**src/rtl/mio_bus_ctrl.sv**
```systemverilog
// Registered MIO bus controller: decodes the top address bits of one CPU access
// into a one-hot slave select, waits for that slave's ack and reports data/errors.
module mio_bus_ctrl #(
  parameter int DW        = 32,
  parameter int AW        = 32,
  parameter int SELW      = 4,
  parameter int NS        = 16,
  parameter int SAW       = 15,
  parameter int TIMEOUT   = 255,
  parameter int ALIGN_CHK = 1
) (
  input  logic             clk,
  input  logic             rst_n,
  input  logic             cpu_req_i,
  input  logic             cpu_we_i,
  input  logic [AW-1:0]    cpu_addr_i,
  input  logic [DW-1:0]    cpu_wdata_i,
  output logic [DW-1:0]    cpu_rdata_o,
  output logic             cpu_ready_o,
  output logic             cpu_err_o,
  output logic [NS-1:0]    s_sel_o,
  output logic             s_we_o,
  output logic [SAW-1:0]   s_addr_o,
  output logic [DW-1:0]    s_wdata_o,
  input  logic [NS*DW-1:0] s_rdata_i,
  input  logic [NS-1:0]    s_ack_i
);

  // Handshake: cpu_req_i is held with stable we/addr/wdata until cpu_ready_o pulses
  // for one cycle; slave i completes by raising s_ack_i[i] while s_sel_o[i] is high.

  localparam int CW = (TIMEOUT > 0) ? $clog2(TIMEOUT + 1) : 1;
  localparam logic [CW-1:0] CNT_MAX = '1;
  localparam logic [CW-1:0] TO_LAST = (TIMEOUT > 0) ? CW'(TIMEOUT - 1) : '0;

  typedef enum logic [1:0] {IDLE, ACCESS, RESP} state_e;

  state_e           state_q;
  logic [CW-1:0]    cnt_q;
  logic [SAW-1:0]   saddr_q;
  logic             we_q;
  logic [DW-1:0]    wdata_q;
  logic [NS-1:0]    sel_q;
  logic             s_we_q;
  logic [DW-1:0]    rdata_q;
  logic             ready_q;
  logic             err_q;

  logic [SELW-1:0]  idx;
  logic [NS-1:0]    sel_dec;
  logic             unmapped;
  logic             misalign;
  logic             ack_hit;
  logic [DW-1:0]    ack_data;
  logic             timeout_hit;
  logic             unused_addr;

  assign unused_addr = ^cpu_addr_i;

  always_comb begin
    idx      = cpu_addr_i[AW-1 -: SELW];
    sel_dec  = '0;
    ack_data = '0;
    for (int i = 0; i < NS; i++) begin
      sel_dec[i] = (idx == SELW'(i));
      if (sel_q[i]) ack_data = ack_data | s_rdata_i[i*DW +: DW];
    end
    // An index with no implemented slave decodes to an all-zero select.
    unmapped    = ~|sel_dec;
    misalign    = (ALIGN_CHK != 0) && (cpu_addr_i[1:0] != 2'b00);
    ack_hit     = |(s_ack_i & sel_q);
    timeout_hit = (TIMEOUT != 0) && (cnt_q == TO_LAST);
  end

  always_ff @(posedge clk or negedge rst_n) begin
    if (!rst_n) begin
      state_q <= IDLE;
      cnt_q   <= '0;
      saddr_q <= '0;
      we_q    <= 1'b0;
      wdata_q <= '0;
      sel_q   <= '0;
      s_we_q  <= 1'b0;
      rdata_q <= '0;
      ready_q <= 1'b0;
      err_q   <= 1'b0;
    end else begin
      case (state_q)
        IDLE: begin
          cnt_q <= '0;
          if (cpu_req_i) begin
            saddr_q <= cpu_addr_i[SAW+1:2];
            we_q    <= cpu_we_i;
            wdata_q <= cpu_wdata_i;
            if (unmapped || misalign) begin
              state_q <= RESP;
              ready_q <= 1'b1;
              err_q   <= 1'b1;
              rdata_q <= '0;
            end else begin
              state_q <= ACCESS;
              sel_q   <= sel_dec;
              s_we_q  <= cpu_we_i;
            end
          end
        end
        ACCESS: begin
          if (ack_hit) begin
            state_q <= RESP;
            sel_q   <= '0;
            s_we_q  <= 1'b0;
            rdata_q <= we_q ? '0 : ack_data;
            ready_q <= 1'b1;
            err_q   <= 1'b0;
          end else if (timeout_hit) begin
            state_q <= RESP;
            sel_q   <= '0;
            s_we_q  <= 1'b0;
            rdata_q <= '0;
            ready_q <= 1'b1;
            err_q   <= 1'b1;
          end else if (cnt_q != CNT_MAX) begin
            cnt_q <= cnt_q + 1'b1;
          end
        end
        RESP: begin
          state_q <= IDLE;
          ready_q <= 1'b0;
          err_q   <= 1'b0;
          rdata_q <= '0;
          cnt_q   <= '0;
        end
        default: state_q <= IDLE;
      endcase
    end
  end

  assign cpu_rdata_o = rdata_q;
  assign cpu_ready_o = ready_q;
  assign cpu_err_o   = err_q;
  assign s_sel_o     = sel_q;
  assign s_we_o      = s_we_q;
  assign s_addr_o    = saddr_q;
  assign s_wdata_o   = wdata_q;

endmodule

```
**config.mk**
```make
export PLATFORM = sky130hd
export DESIGN_NAME = mio_bus_ctrl
export DESIGN_NICKNAME = d
export VERILOG_FILES = /design/src/rtl/mio_bus_ctrl.sv
export SDC_FILE = /design/constraint.sdc
export NUM_CORES = 1
export LEC_CHECK = 0
export ABC_AREA = 1
export CAP_MARGIN = 10
export CELL_PAD_IN_SITES_DETAIL_PLACEMENT = 1
export CELL_PAD_IN_SITES_GLOBAL_PLACEMENT = 1
export CORE_AREA = 2 2 272 274
export DETAILED_ROUTE_END_ITERATION = 7
export DIE_AREA = 0 0 274 276
export PLACE_DENSITY_LB_ADDON = 0.1
export SLEW_MARGIN = 20
export SYNTH_ARGS = -nofsm -noshare
export SYNTH_HDL_FRONTEND = slang
export SYNTH_SLANG_ARGS = --single-unit
export TNS_END_PERCENT = 30
```
**constraint.sdc**
```tcl
create_clock -name clk -period 1.45 [get_ports clk]
set_input_delay 0.29 -clock clk [delete_from_list [all_inputs] [get_ports clk]]
set_output_delay 0.29 -clock clk [all_outputs]
set_load 0.01 [all_outputs]
```
# Word level (Yosys, flattened, before mapping)
# Cells that the tools add are included.
# totals
ff_bits	109
in_bits	596
wordCells	117
# op_classes
addsub	1
eq_ne	26
muxes	48
n_bitwise	16
reduce_logical	16
# ops
op	n
two-way mux 32 bit	21
OR 32 bit	15
one-hot mux 32 bit (3 select lines)	1
two-way mux 16 bit	4
== test 4 bit (second input constant)	8
one-hot mux 16 bit (2 select lines)	1
OR reduction 16 bit	2
two-way mux 8 bit	3
bitwise AND 16 bit	1
== test 4 x 3 -> 1 bit (second input constant)	4
one-hot mux 8 bit (2 select lines)	1
inequality test 2 bit (second input constant)	6
AND reduction 4 bit	3
two-way mux 1 bit	9
adder 8 x 1 -> 8 bit (second input constant)	1
== test 4 x 2 -> 1 bit (second input constant)	2
== test 8 bit (second input constant)	1
two-way mux 2 bit	4
inequality test 8 bit (second input constant)	1
one-hot mux 1 bit (3 select lines)	2
nonzero test 2 bit	3
== test 4 x 1 -> 1 bit (second input constant)	1
zero test 4 bit	1
one-hot mux 2 bit (2 select lines)	1
other kinds (10)	11

# Logic depth before layout (Yosys ltp)
# depth
depth_word	34
ltp_mapped	11

# Least setup slack after synthesis
# Ideal clock, no wire load.
# synth_timing
kind	register to register
start	reg sel_q[0] (netlist: s_sel_o[0])
end	reg ready_q (netlist: cpu_ready_o)
setup_time_ns	0.118
t_arrival_ns	1.351
t_required_ns	1.332
path_slack_ns	-0.018
path_stages_with_launch	11
synth_period_minus_slack_ns	1.468
cell_sequence	dfrtp_1 -> buf_2 -> nand2_1 -> nand2_1 -> nor2_2 -> nand2_2 -> nor2_4 -> nand2_4 -> buf_2 -> nand3_1 -> nand2_1
# synth_via
elab_chain_cells	4
elab_cells_between_ends	6
cone_classes	eq/ne (1); mux (2); bitwise (1); reduce/logical (2)
# synth_rtl
element	line_no	text
start, declared	43	logic [NS-1:0] sel_q;
start signal, assigned	102	sel_q <= sel_dec;
bitwise AND 16 bit *	71	ack_hit = |(s_ack_i & sel_q);
OR reduction 16 bit *	71	
inequality test 3 bit (no source line) / two-way mux 1 bit (equally long branches)	--	
AND reduction 4 bit (no source line) / one-hot mux 1 bit (3 select lines) (equally long branches)	--	
end signal, assigned	85	ready_q <= 1'b0;
end signal, assigned	97	ready_q <= 1'b1;
end signal, assigned	113	ready_q <= 1'b1;
end, declared	46	logic ready_q;
# Every way passes the cells marked *; elsewhere a longest branch is shown, timed or not.
# A chain may end at the register's enable or synchronous reset.

# Worst setup path in the final report
# layout_timing
start	reg sel_q[14] (netlist: s_sel_o[14])
end	reg rdata_q[22] (netlist: cpu_rdata_o[22])
# layout_via
elab_chain_cells	6
elab_cells_between_ends	10
cone_classes	eq/ne (1); mux (5); bitwise (2); reduce/logical (2)
# layout_rtl
element	line_no	text
two-way mux 32 bit	66	if (sel_q[i]) ack_data = ack_data | s_rdata_i[i*DW +: DW];
OR 32 bit	66	
two-way mux 32 bit	66	
two-way mux 32 bit	112	rdata_q <= we_q ? '0 : ack_data;
two-way mux 32 bit	108	if (ack_hit) begin
one-hot mux 32 bit (3 select lines)	88	case (state_q)
end signal, assigned	112	
end, declared	45	logic [DW-1:0] rdata_q;
# Parallel ways exist; a longest one is shown, timed or not.

==> flow_summary.json <==
{
  "clkSinkCount": 109,
  "numPortBuffers": 682,
  "instance_area_after_placement_um2": 17300,
  "clk-insertion-delay-late_ns": 0.39,
  "timing.hold.worst.class": "in2async",
  "via_count": 12300,
  "detail-route-antenna-nets": 0,
  "die_outline_width_um": 274,
  "drt_iter0_markers": 579,
  "place.detailed.hpwl_um": 65600,
  "gp_congestion": 0.902,
  "run_status": "finished, violations left",
  "post_synthesis_sequential_area_ratio_pct": 33.8,
  "worst_setup_hold_path_clk_slew_ns": 0.08,
  "r2r_cells": 13,
  "timing.critical_path.from_type": "flip-flop",
  "timing.critical_path.required_ns": 1.78,
  "fp-row-count": 99,
  "final-setup-viol-count": 73,
  "syn_to_final_growth_pct": 133,
  "worst_hold_slack_ns": 0.377,
  "route.detailed.drc": 0,
  "final_cell_area_um2": 18800,
  "routed_wl_um": 81300,
  "netlist.top_cell.by_area": "sky130_fd_sc_hd__dfrtp_1",
  "share_of_yosys_cell_area_claimed_by_the_top_area_cell_type_pct": 33.8,
  "p_per_area_nw_per_um2": 1450,
  "final_cell_count_no_fill": 3066,
  "crit_path_frequent_cell": "sky130_fd_sc_hd__nand2_4",
  "power.static_leakage_nw": 8.04,
  "grtUsageTotal_pct": 20.9,
  "grt_max_degree": 44,
  "die_area_um2": 75600,
  "most-common-layout-cells": "sky130_fd_sc_hd__nand2_1 (682), sky130_fd_sc_hd__clkdlybuf4s50_1 (583), sky130_fd_sc_hd__nand4_1 (136)",
  "layout.cells.most_common": "sky130_fd_sc_hd__nand2_1",
  "regToRegEndpoint": "cpu_rdata_o[22]$_DFFE_PN0P_",
  "failed_checks": "negative setup slack",
  "synth_enable_flop_cells": 0,
  "detail_route.vias_per_cell": 4.02,
  "worst_r2r_startpoint": "s_sel_o[14]$_DFFE_PN0P_",
  "worstMarginPinSlew_ns": 0.419,
  "maxCapViolations": 0,
  "synth_nets": 1857,
  "crit_fanout": 5,
  "first_global_vias": 13600,
  "ctsRootBufferMaster": "sky130_fd_sc_hd__clkbuf_16",
  "initial_core_util_pct": 11.1,
  "critical_path_buf_inv_count": 4,
  "cts-buffers-inserted": 9,
  "maxClockFrequency_mhz": 564,
  "async_reset_ff_share_pct": 100,
  "critical-path-top-delay-family": "simple AND/OR/NAND/NOR gates",
  "end_kind": "flip-flop",
  "synth-seq-cells": 109,
  "post_synth_num_cell_types": 32,
  "number_of_h_tree_levels": 3,
  "netlist_top_cells_area": "sky130_fd_sc_hd__dfrtp_1 (34%), sky130_fd_sc_hd__nand2_1 (33%), sky130_fd_sc_hd__nand4_1 (11%)",
  "max_stage_delay_ns": 0.44,
  "crit_arrival_ns": 2.10,
  "drive_above_1_share_pct": 19.2,
  "maxSlewViolCount": 0,
  "die_y_um": 276,
  "cts_buffer_depth": 2,
  "wl_per_cell_um": 26.5,
  "timing.setup.critical_path_class": "reg2reg",
  "tritoncts_clock_tree": "yes",
  "yosys_warnings": 0,
  "rsz_0062_raised_after_global_routing": "true",
  "syn_area_per_cell_um2": 6.41,
  "syn_area_um2": 8070,
  "n_fill_cell": 8637,
  "syn-instance-count": 1259,
  "period_share_pct": 122,
  "global_route_wire_length_before_repair_um": 109000,
  "placed_cells": 2965,
  "grt_overflow_total": 0,
  "max_slew_margin_pct": 72.1,
  "clock_skew_ns": 0.0195,
  "drt_pass1_iterations": 6,
  "max-vdd-ir-drop_uv": 640,
  "nNetsFinal": 2681,
  "period_minus_slack_ns": 1.77,
  "initial_antenna_violation_count": 27,
  "synth_ff_type": "sky130_fd_sc_hd__dfrtp_1",
  "num_io_pins": 694,
  "reg2reg_slack_ns": -0.32,
  "hold_viol": 0,
  "core_area_um2": 72600,
  "finalWorstSetupSlack_ns": -0.322,
  "critical_path.cell_chain": "buf_6, nand2_2, nand2_4, nor2_4, nand2_4, nor2_4, nand2_4, nand3_4, buf_12, buf_12, buf_16, nand2_1, nand2_1",
  "cp_slowest_cell": "sky130_fd_sc_hd__dfrtp_2"
}
## layout make-up
| class | count | area (um^2) | share of cell area (%) |
|---|---|---|---|
| Multi-Input combinational cell | 1055 | 5220 | 27.7 |
| Tap cell | 959 | 1200 | 6.38 |
| Sequential cell | 109 | 2750 | 14.6 |
| Clock buffer | 9 | 225 | 1.20 |
| Antenna cell | 20 | 50.0 | 0.266 |
| Clock inverter | 6 | 60.1 | 0.319 |
| Inverter | 13 | 51.3 | 0.273 |
| Timing Repair Buffer | 895 | 9260 | 49.2 |
## power by group
| group | internal, mW | total, mW | switching (mW) |
|---|---|---|---|
| combinational | 9.32 | 19.9 | 10.5 |
| sequential | 4.08 | 4.81 | 0.735 |
| clock | 1.20 | 2.61 | 1.41 |
| total | 14.6 | 27.3 | 12.7 |
## how the worst max path moves through the flow
stage | end | slack, ns | cells past startpoint | startpoint
finish | cpu_rdata_o[22]$_DFFE_PN0P_ | -0.32 | 13 | s_sel_o[14]$_DFFE_PN0P_
global route | cpu_rdata_o[3]$_DFFE_PN0P_ | -0.38 | 13 | s_sel_o[2]$_DFFE_PN0P_
CTS | cpu_rdata_o[19]$_DFFE_PN0P_ | -0.32 | 13 | s_sel_o[5]$_DFFE_PN0P_
detailed placement | cpu_rdata_o[11]$_DFFE_PN0P_ | -0.67 | 8 | s_sel_o[15]$_DFFE_PN0P_
global placement | cpu_rdata_o[11]$_DFFE_PN0P_ | -0.66 | 8 | s_sel_o[15]$_DFFE_PN0P_
floorplan | cpu_rdata_o[2]$_DFFE_PN0P_ | -0.008 | 10 | s_sel_o[0]$_DFFE_PN0P_
## sequential cells by signal, indices dropped and copies added (netlist names)
| signal | count |
|---|---|
| cpu_rdata_o | 32 |
| s_wdata_o | 32 |
| s_sel_o | 16 |
| s_addr_o | 15 |
| cnt_q | 8 |
| state_q | 2 |
| cpu_err_o | 1 |
| cpu_ready_o | 1 |
| s_we_o | 1 |
| we_q | 1 |
## cells by family (layout without fill, tap and decap cells)
group                    after synthesis  count (layout)  synth area share [%]
AO/OA/AOI/OAI                         20              20                  1.71
XOR/XNOR                               6               6                 0.651
adder cells (fa/ha/maj)                2               2                 0.310
buffers and inverters                 96             923                  5.64
flip-flops                           109             109                  33.8
multiplexers                          47              47                  6.56
other                                  0              20                     0
AND/OR/NAND/NOR                      979             980                  51.3
## cells in the mapped netlist, types with 2 or more instances
master	instances
sky130_fd_sc_hd__nor2_2	2
sky130_fd_sc_hd__buf_2	26
sky130_fd_sc_hd__nor3_1	12
sky130_fd_sc_hd__o21ai_0	2
sky130_fd_sc_hd__nand3_4	2
sky130_fd_sc_hd__mux2_1	6
sky130_fd_sc_hd__clkbuf_1	48
sky130_fd_sc_hd__a22o_1	8
sky130_fd_sc_hd__xor2_1	3
sky130_fd_sc_hd__a21oi_1	7
sky130_fd_sc_hd__dfrtp_1	109
sky130_fd_sc_hd__nand3_1	20
sky130_fd_sc_hd__mux2_2	41
sky130_fd_sc_hd__ha_1	2
sky130_fd_sc_hd__buf_6	6
sky130_fd_sc_hd__nand2_2	14
sky130_fd_sc_hd__nand4_1	136
sky130_fd_sc_hd__nor2_1	80
sky130_fd_sc_hd__nand2_1	710
sky130_fd_sc_hd__xnor2_1	3
sky130_fd_sc_hd__inv_1	11
## routing by layer
metal	vias to the layer above	wire (um)	share of wire (%)	global-route usage, %
met2	418	43000	53	38.7
li1	5790	-	-	-
met1	6029	30700	38	22.3
met5	-	113	0.14	0.578
met3	76	5530	6.8	5.89
met4	10	1880	2.3	7.18
## repair_timing
action	in CTS	in global routing
cloned	8	1
endpoints found under the hold margin	20	0
resized for setup	293	51
pin swaps	35	25
setup endpoints to repair	189	122
buffers inserted	61	6
hold buffers	1	0
## metrics by stage
step	setup WS, ns	utilization (%)	power, mW	TNS [ns]
detailed placement	-0.672	23.8	22.6	-43.49
finish	-0.322	25.9	27.3	-17.17
CTS	-0.323	25.6	27.6	-16.66
floorplan	-0.00812	-	11.3	-0.242
global route	-0.381	25.9	29.2	-21.87
global placement	-0.662	23.8	22.5	-42.33
Note: power is estimated with default switching activity, not from simulation.
